$ cat config.mk
export PLATFORM = sky130hd
export DESIGN_NAME = serial_tx
export DESIGN_NICKNAME = d
export VERILOG_FILES = /design/src/rtl/serial_pkg.sv /design/src/rtl/serial_tx_shifter.sv /design/src/rtl/serial_tx.sv
export SDC_FILE = /design/constraint.sdc
export NUM_CORES = 1
export LEC_CHECK = 0
export ABC_AREA = 1
export BUFFER_PORTS_ARGS = -buffer_cell sky130_fd_sc_hd__clkbuf_2
export CAP_MARGIN = 10
export CORE_MARGIN = 2
export CORE_UTILIZATION = 45
export DETAILED_ROUTE_END_ITERATION = 8
export GPL_ROUTABILITY_DRIVEN = 1
export PLACE_DENSITY = 0.66
export SLEW_MARGIN = 20
export SYNTH_ARGS = -nofsm -noshare
export SYNTH_HDL_FRONTEND = slang
export SYNTH_SLANG_ARGS = --single-unit
$ cat constraint.sdc
create_clock -name clk -period 1.6 [get_ports clk]
set_input_delay 0 -clock clk [delete_from_list [all_inputs] [get_ports clk]]
set_output_delay 0 -clock clk [all_outputs]
set_load 0.1 [all_outputs]
$ cat src/rtl/serial_pkg.sv
// Shared serial-link definitions used by the transmitter and the future receiver.
// Contents:
//   serial_state_t      frame FSM states
//   SERIAL_*_LEVEL      line levels for idle, start and stop bits
package serial_pkg;

   typedef enum logic [2:0] {
      IDLE,
      START,
      DATA,
      PARITY,
      STOP
   } serial_state_t;

   localparam logic SERIAL_IDLE_LEVEL  = 1'b1;
   localparam logic SERIAL_START_LEVEL = 1'b0;
   localparam logic SERIAL_STOP_LEVEL  = 1'b1;

endpackage

$ cat src/rtl/serial_tx_shifter.sv
// Data shift register for serial_tx.
// Loads a word on load, shifts right (zero fill) on shift; load has priority.
// Optional macro SERIAL_TX_PARITY_EN adds a parity register captured on load.
// Ports:
//   clk, reset  clock and synchronous active-high reset
//   load        capture d into the shift register
//   shift       shift the register right by one
//   d           word to load
//   bit0        current LSB of the shift register
//   par         (SERIAL_TX_PARITY_EN only) even parity of the last loaded word
module serial_tx_shifter #(
   parameter int unsigned NBITS = 8
) (
   input  logic             clk,
   input  logic             reset,
   input  logic             load,
   input  logic             shift,
   input  logic [NBITS-1:0] d,
`ifdef SERIAL_TX_PARITY_EN
   output logic             par,
`endif
   output logic             bit0
);

   logic [NBITS-1:0] sh;

   always_ff @(posedge clk) begin
      if (reset) begin
         sh <= '0;
      end else if (load) begin
         sh <= d;
      end else if (shift) begin
         sh <= sh >> 1;
      end
   end

   assign bit0 = sh[0];

`ifdef SERIAL_TX_PARITY_EN
   always_ff @(posedge clk) begin
      if (reset) begin
         par <= 1'b0;
      end else if (load) begin
         par <= ^d;
      end
   end
`endif

endmodule

$ cat src/rtl/serial_tx.sv
// Parallel-to-serial frame transmitter: start bit, NBITS data bits LSB-first,
// optional even parity bit, stop bit. Line is registered and idles high.
// Optional macro SERIAL_TX_PARITY_EN inserts the parity bit after the data.
// Ports:
//   clk, reset  clock and synchronous active-high reset
//   in_val      producer has a valid word on in_msg
//   in_rdy      transmitter accepts a word this cycle (IDLE or STOP, not in reset)
//   in_msg      word to transmit, latched only on transfer
//   out         serial line (flop output)
//   busy        frame in progress
module serial_tx
   import serial_pkg::*;
#(
   parameter int unsigned NBITS = 8
) (
   input  logic             clk,
   input  logic             reset,
   input  logic             in_val,
   output logic             in_rdy,
   input  logic [NBITS-1:0] in_msg,
   output logic             out,
   output logic             busy
);

   localparam int unsigned   CW   = $clog2(NBITS) + 1;
   localparam logic [CW-1:0] LAST = CW'(NBITS - 1);

   serial_state_t state, state_d;
   logic [CW-1:0] cnt, cnt_d;
   logic          out_d;
   logic          xfer;
   logic          shift_en;
   logic          sh_bit0;
`ifdef SERIAL_TX_PARITY_EN
   logic          sh_par;
`endif

   assign in_rdy = ((state == IDLE) || (state == STOP)) && !reset;
   assign xfer   = in_val && in_rdy;
   assign busy   = (state != IDLE);

   serial_tx_shifter #(
      .NBITS(NBITS)
   ) u_shifter (
      .clk   (clk),
      .reset (reset),
      .load  (xfer),
      .shift (shift_en),
      .d     (in_msg),
`ifdef SERIAL_TX_PARITY_EN
      .par   (sh_par),
`endif
      .bit0  (sh_bit0)
   );

   always_ff @(posedge clk) begin
      if (reset) begin
         state <= IDLE;
         cnt   <= '0;
         out   <= SERIAL_IDLE_LEVEL;
      end else begin
         state <= state_d;
         cnt   <= cnt_d;
         out   <= out_d;
      end
   end

   // out is registered from the next state, so the line level is decided one
   // edge ahead. The shifter advances on every edge that enters or stays in
   // DATA, which presents the next data bit at its bit0 just in time.
   always_comb begin
      state_d  = state;
      cnt_d    = '0;
      out_d    = SERIAL_IDLE_LEVEL;
      shift_en = 1'b0;

      unique case (state)
         IDLE:  if (xfer) state_d = START;
         START: state_d = DATA;
         DATA: begin
            if (cnt == LAST) begin
`ifdef SERIAL_TX_PARITY_EN
               state_d = PARITY;
`else
               state_d = STOP;
`endif
            end else begin
               cnt_d = cnt + CW'(1);
            end
         end
`ifdef SERIAL_TX_PARITY_EN
         PARITY: state_d = STOP;
`endif
         STOP:    state_d = xfer ? START : IDLE;
         default: state_d = IDLE;
      endcase

      shift_en = (state_d == DATA);

      unique case (state_d)
         START: out_d = SERIAL_START_LEVEL;
         DATA:  out_d = sh_bit0;
`ifdef SERIAL_TX_PARITY_EN
         PARITY: out_d = sh_par;
`endif
         STOP:    out_d = SERIAL_STOP_LEVEL;
         default: out_d = SERIAL_IDLE_LEVEL;
      endcase
   end

endmodule

==> summary by stage <==
Power
After layout, the design draws a total of 958 uW. The power density over the cells is 1050 nW/um^2. The leakage power is 0.461 nW. VDD sags by at most 0.000619 V.

Critical path
The critical-path maximum fanout is 14. The critical path contains buffers and inverters numbering 0 combined. By startpoint and endpoint, the worst setup path is classified as reg2reg. Grouping stages by cell kind, the critical path spends the most delay in simple AND/OR/NAND/NOR gates. STA classifies the critical path startpoint as a flop. The worst setup path is captured at a flop. The most prevalent standard cell on the critical path is nand2_1. Among all stages on the critical path, the largest delay is contributed by dfxtp_1. The minimum setup slack among reg-to-reg paths is 0.15 ns. Data arrives at the worst endpoint at 1.64 ns.

Walking the worst path, the cells encountered are nor2_4 -> nand3_2 -> nand3_4 -> nand2_1 -> nand2_1 -> nor2_1. On the worst path, the slowest cell contributes a delay of 0.38 ns. For the worst setup path, the data required time is 1.78 ns.

Place
The cell area reported after detailed placement is 852 um^2. In this run the tool buffered the top-level ports with 13 buffer cells. Detailed placement finished with a half-perimeter wire length of 1120 um. The final estimated routing congestion in global placement is 0.775.

CTS
The clock input transition at the sequential cells of the worst setup and hold paths is 0.10 ns. TritonCTS built the clock tree. The cell at the root of the clock tree is clkbuf_4. The number of setup buffers added after CTS is 0. Buffers inserted during clock tree synthesis total 3.

The clock insertion delay at the later pin of the skew report is 0.29 ns. The H-tree depth is 1. The maximum clock insertion buffer count is 2.

Counting every sink on the clock net gives 16.

Global routing
The initial antenna violation count is 0. The total global routing track utilization is 17.5%. The first global-routing pass estimated 2660 um of wire. The total overflow left after global routing is 0. Entering global routing, the biggest net connects 17 pins. The number of global-route vias before repair came to 640.

Timing
The number of hold violations in the final report is 0. The final hold slack is 0.113 ns. The worst pin sits at a relative slew slack of 64.1%.

The worst path in the final design needs a cycle of 1.45 ns, including I/O delays and setup. The number of endpoints failing setup at the final stage is 0. Static timing analysis puts the maximum clock frequency at 688 MHz.

The final number of max-transition violations was 0. Setup repair after global routing left no endpoint under its margin. The final critical-path share of the clock period is 90.8%. For the pin with the worst max-slew slack, the measured transition is 0.541 ns.

For the final database, setup skew stands at 0.0110 ns. The total negative slack for setup checks is 0 ns.

Status
The flow ran to the end, and the final reports show no timing, DRC or antenna violations.

Min path
The path class of the lowest-slack min-delay path is in2reg.

Die
The die outline width is 45.8 um. The die covers 2100 um^2. Once the floorplan was initialized, standard cells occupied 46.5% of the core.

The site row count is 15. The total I/O pin count is 14. The height of the die is 45.8 um.

The core region is 1690 um^2.

Yosys
The fraction of the mapped netlist area in compound gates is 1.27%. The area share of xor/xnor cells in the synthesized design is 1.11%. Of the total synthesized cell area, the portion taken by full adders, half adders and majority gates is 1.59%.

The top cell type by total area after synthesis is dfxtp_1. In the post-synthesis netlist, the biggest area contributors are dfxtp_1 (41%), nand2_1 (17%), nor2_1 (10%). The multiplexer fraction of the synthesized cell area is 0%.

The flop and latch count out of synthesis is 16. The synthesized netlist occupies a cell area of 786 um^2. The dominant combinational cell family by area after synthesis is simple AND/OR/NAND/NOR gates. The share of the Yosys chip area taken by registers is 40.8%. The synthesis warning total is 0. The mean cell area of the mapped netlist is 6.77 um^2.

Counting every net in the synthesized netlist gives 128. The share of synthesized cell area in and, or, nand and nor gates is 43.9%. The proportion of netlist area held by the largest area contributor is 40.8%. Synthesis produced 116 cells. Synthesis instantiated 19 different standard cells from the library.

Final layout
The repair_antennas step left the layout with diodes totalling 0. The share of final-layout standard cells stronger than drive strength 1 is 21.2%. Once layout is done, the placed cells without fillers occupy 916 um^2. The area growth from synthesis to layout is 16.6%. For this run, the post-layout net count is 145.

Detailed routing
The detailed router's first-iteration violation count is 16. The average wire per standard cell is 10.2 um. In this run the remaining antenna-violating nets after routing total 0. After detailed routing, the total wire length is 1520 um.

The via count is 740. After detailed routing, the number of vias per cell comes to 4.97. The first detailed-routing pass ran for 4 iterations. In the routed design, unresolved DRC markers number 0.

Job
Across the run, the number of max-cap violations was 0.
==> routing by layer <==
metal | wire (um) | track usage (%) | vias to the layer above
met3 | 82 | 6.35 | 2
met1 | 665 | 23.9 | 338
li1 | - | - | 389
met2 | 757 | 25.9 | 11
met5 | 0 | 0 | -
met4 | 12 | 5.14 | 0
==> per-stage QoR <==
stage / setup WS (ns) / utilization (%) / std cells
floorplan: 0.0244 / - / 116
global placement: 0.144 / 50.4 / 143
detailed placement: 0.134 / 50.4 / 143
CTS: 0.114 / 53.8 / 149
global route: 0.0242 / 54.2 / 149
finish: 0.147 / 54.2 / 149
==> sequential cells by signal, summed over array words and instances (netlist names) <==
name,count
cnt,4
out,1
u_shifter.sh,8
state,3
==> path summary, 6_finish.rpt <==
| path | to | from | depth (start not counted) |
|---|---|---|---|
| setup / recovery | u_shifter.sh[3]$_SDFFE_PP0P_ | state[0]$_SDFF_PP0_ | 6 |
| hold reg to reg | cnt[0]$_SDFF_PP0_ | cnt[0]$_SDFF_PP0_ | 1 |
| setup reg to reg | u_shifter.sh[3]$_SDFFE_PP0P_ | state[0]$_SDFF_PP0_ | 6 |
| hold / removal | u_shifter.sh[2]$_SDFFE_PP0P_ | in_msg[2] | 7 |
==> power breakdown <==
group	leakage (nW)	switching [mW]	internal, mW
Sequential	0.131	0.0199	0.430
Combinational	0.309	0.167	0.0724
Clock	0.0210	0.130	0.139
Total	0.461	0.317	0.641
==> layout make-up <==
cell class / count / area (um^2)
flip-flops and latches: 16 / 320
inverters: 15 / 56.3
multi-input cells: 81 / 389
well taps: 17 / 21.3
clock buffers: 4 / 36.3
repair buffers: 16 / 92.6
fillers: 163 / 773
==> synthesized netlist by cell type <==
cell / instances
a21oi_1: 1
buf_2: 2
buf_6: 2
clkinv_1: 1
dfxtp_1: 16
ha_1: 1
inv_1: 12
inv_2: 2
nand2_1: 36
nand2_2: 1
nand3_1: 2
nand3_2: 2
nand4_1: 8
nor2_1: 21
nor2_2: 3
nor2_4: 1
nor3_1: 3
o21ai_0: 1
xor2_1: 1
==> worst reg2reg max path: stages, from the launching register on <==
cell and delay (ns):
dfxtp_1 0.38, nor2_4 0.25, nand3_2 0.28, nand3_4 0.26, nand2_1 0.07, nand2_1 0.06
nor2_1 0.04
==> repair_timing <==
item	CTS	global route
hold buffers	2	0
resized for setup	0	1
hold endpoints to repair	3	0
setup endpoints to repair	0	7
==> cell families after synthesis <==
group           after synthesis
fa+ha+maj                     1
flops                        16
simple gates                 77
xor+xnor                      1
compound gates                2
buf+inv                      19
==> cell usage in the layout, fill, tap and decap left out <==
master,count
a21oi_1,1
buf_4,1
clkbuf_2,13
clkbuf_4,3
clkbuf_8,1
clkinv_1,1
dfxtp_1,16
dlygate4sd3_1,2
ha_1,1
inv_1,12
inv_2,2
nand2_1,36
nand2_2,1
nand3_1,2
nand3_2,1
nand3_4,1
nand4_1,8
nor2_1,21
nor2_2,3
nor2_4,1
nor3_1,2
nor3_2,1
o21ai_0,1
xor2_1,1
(Power assumes the default switching activity.)
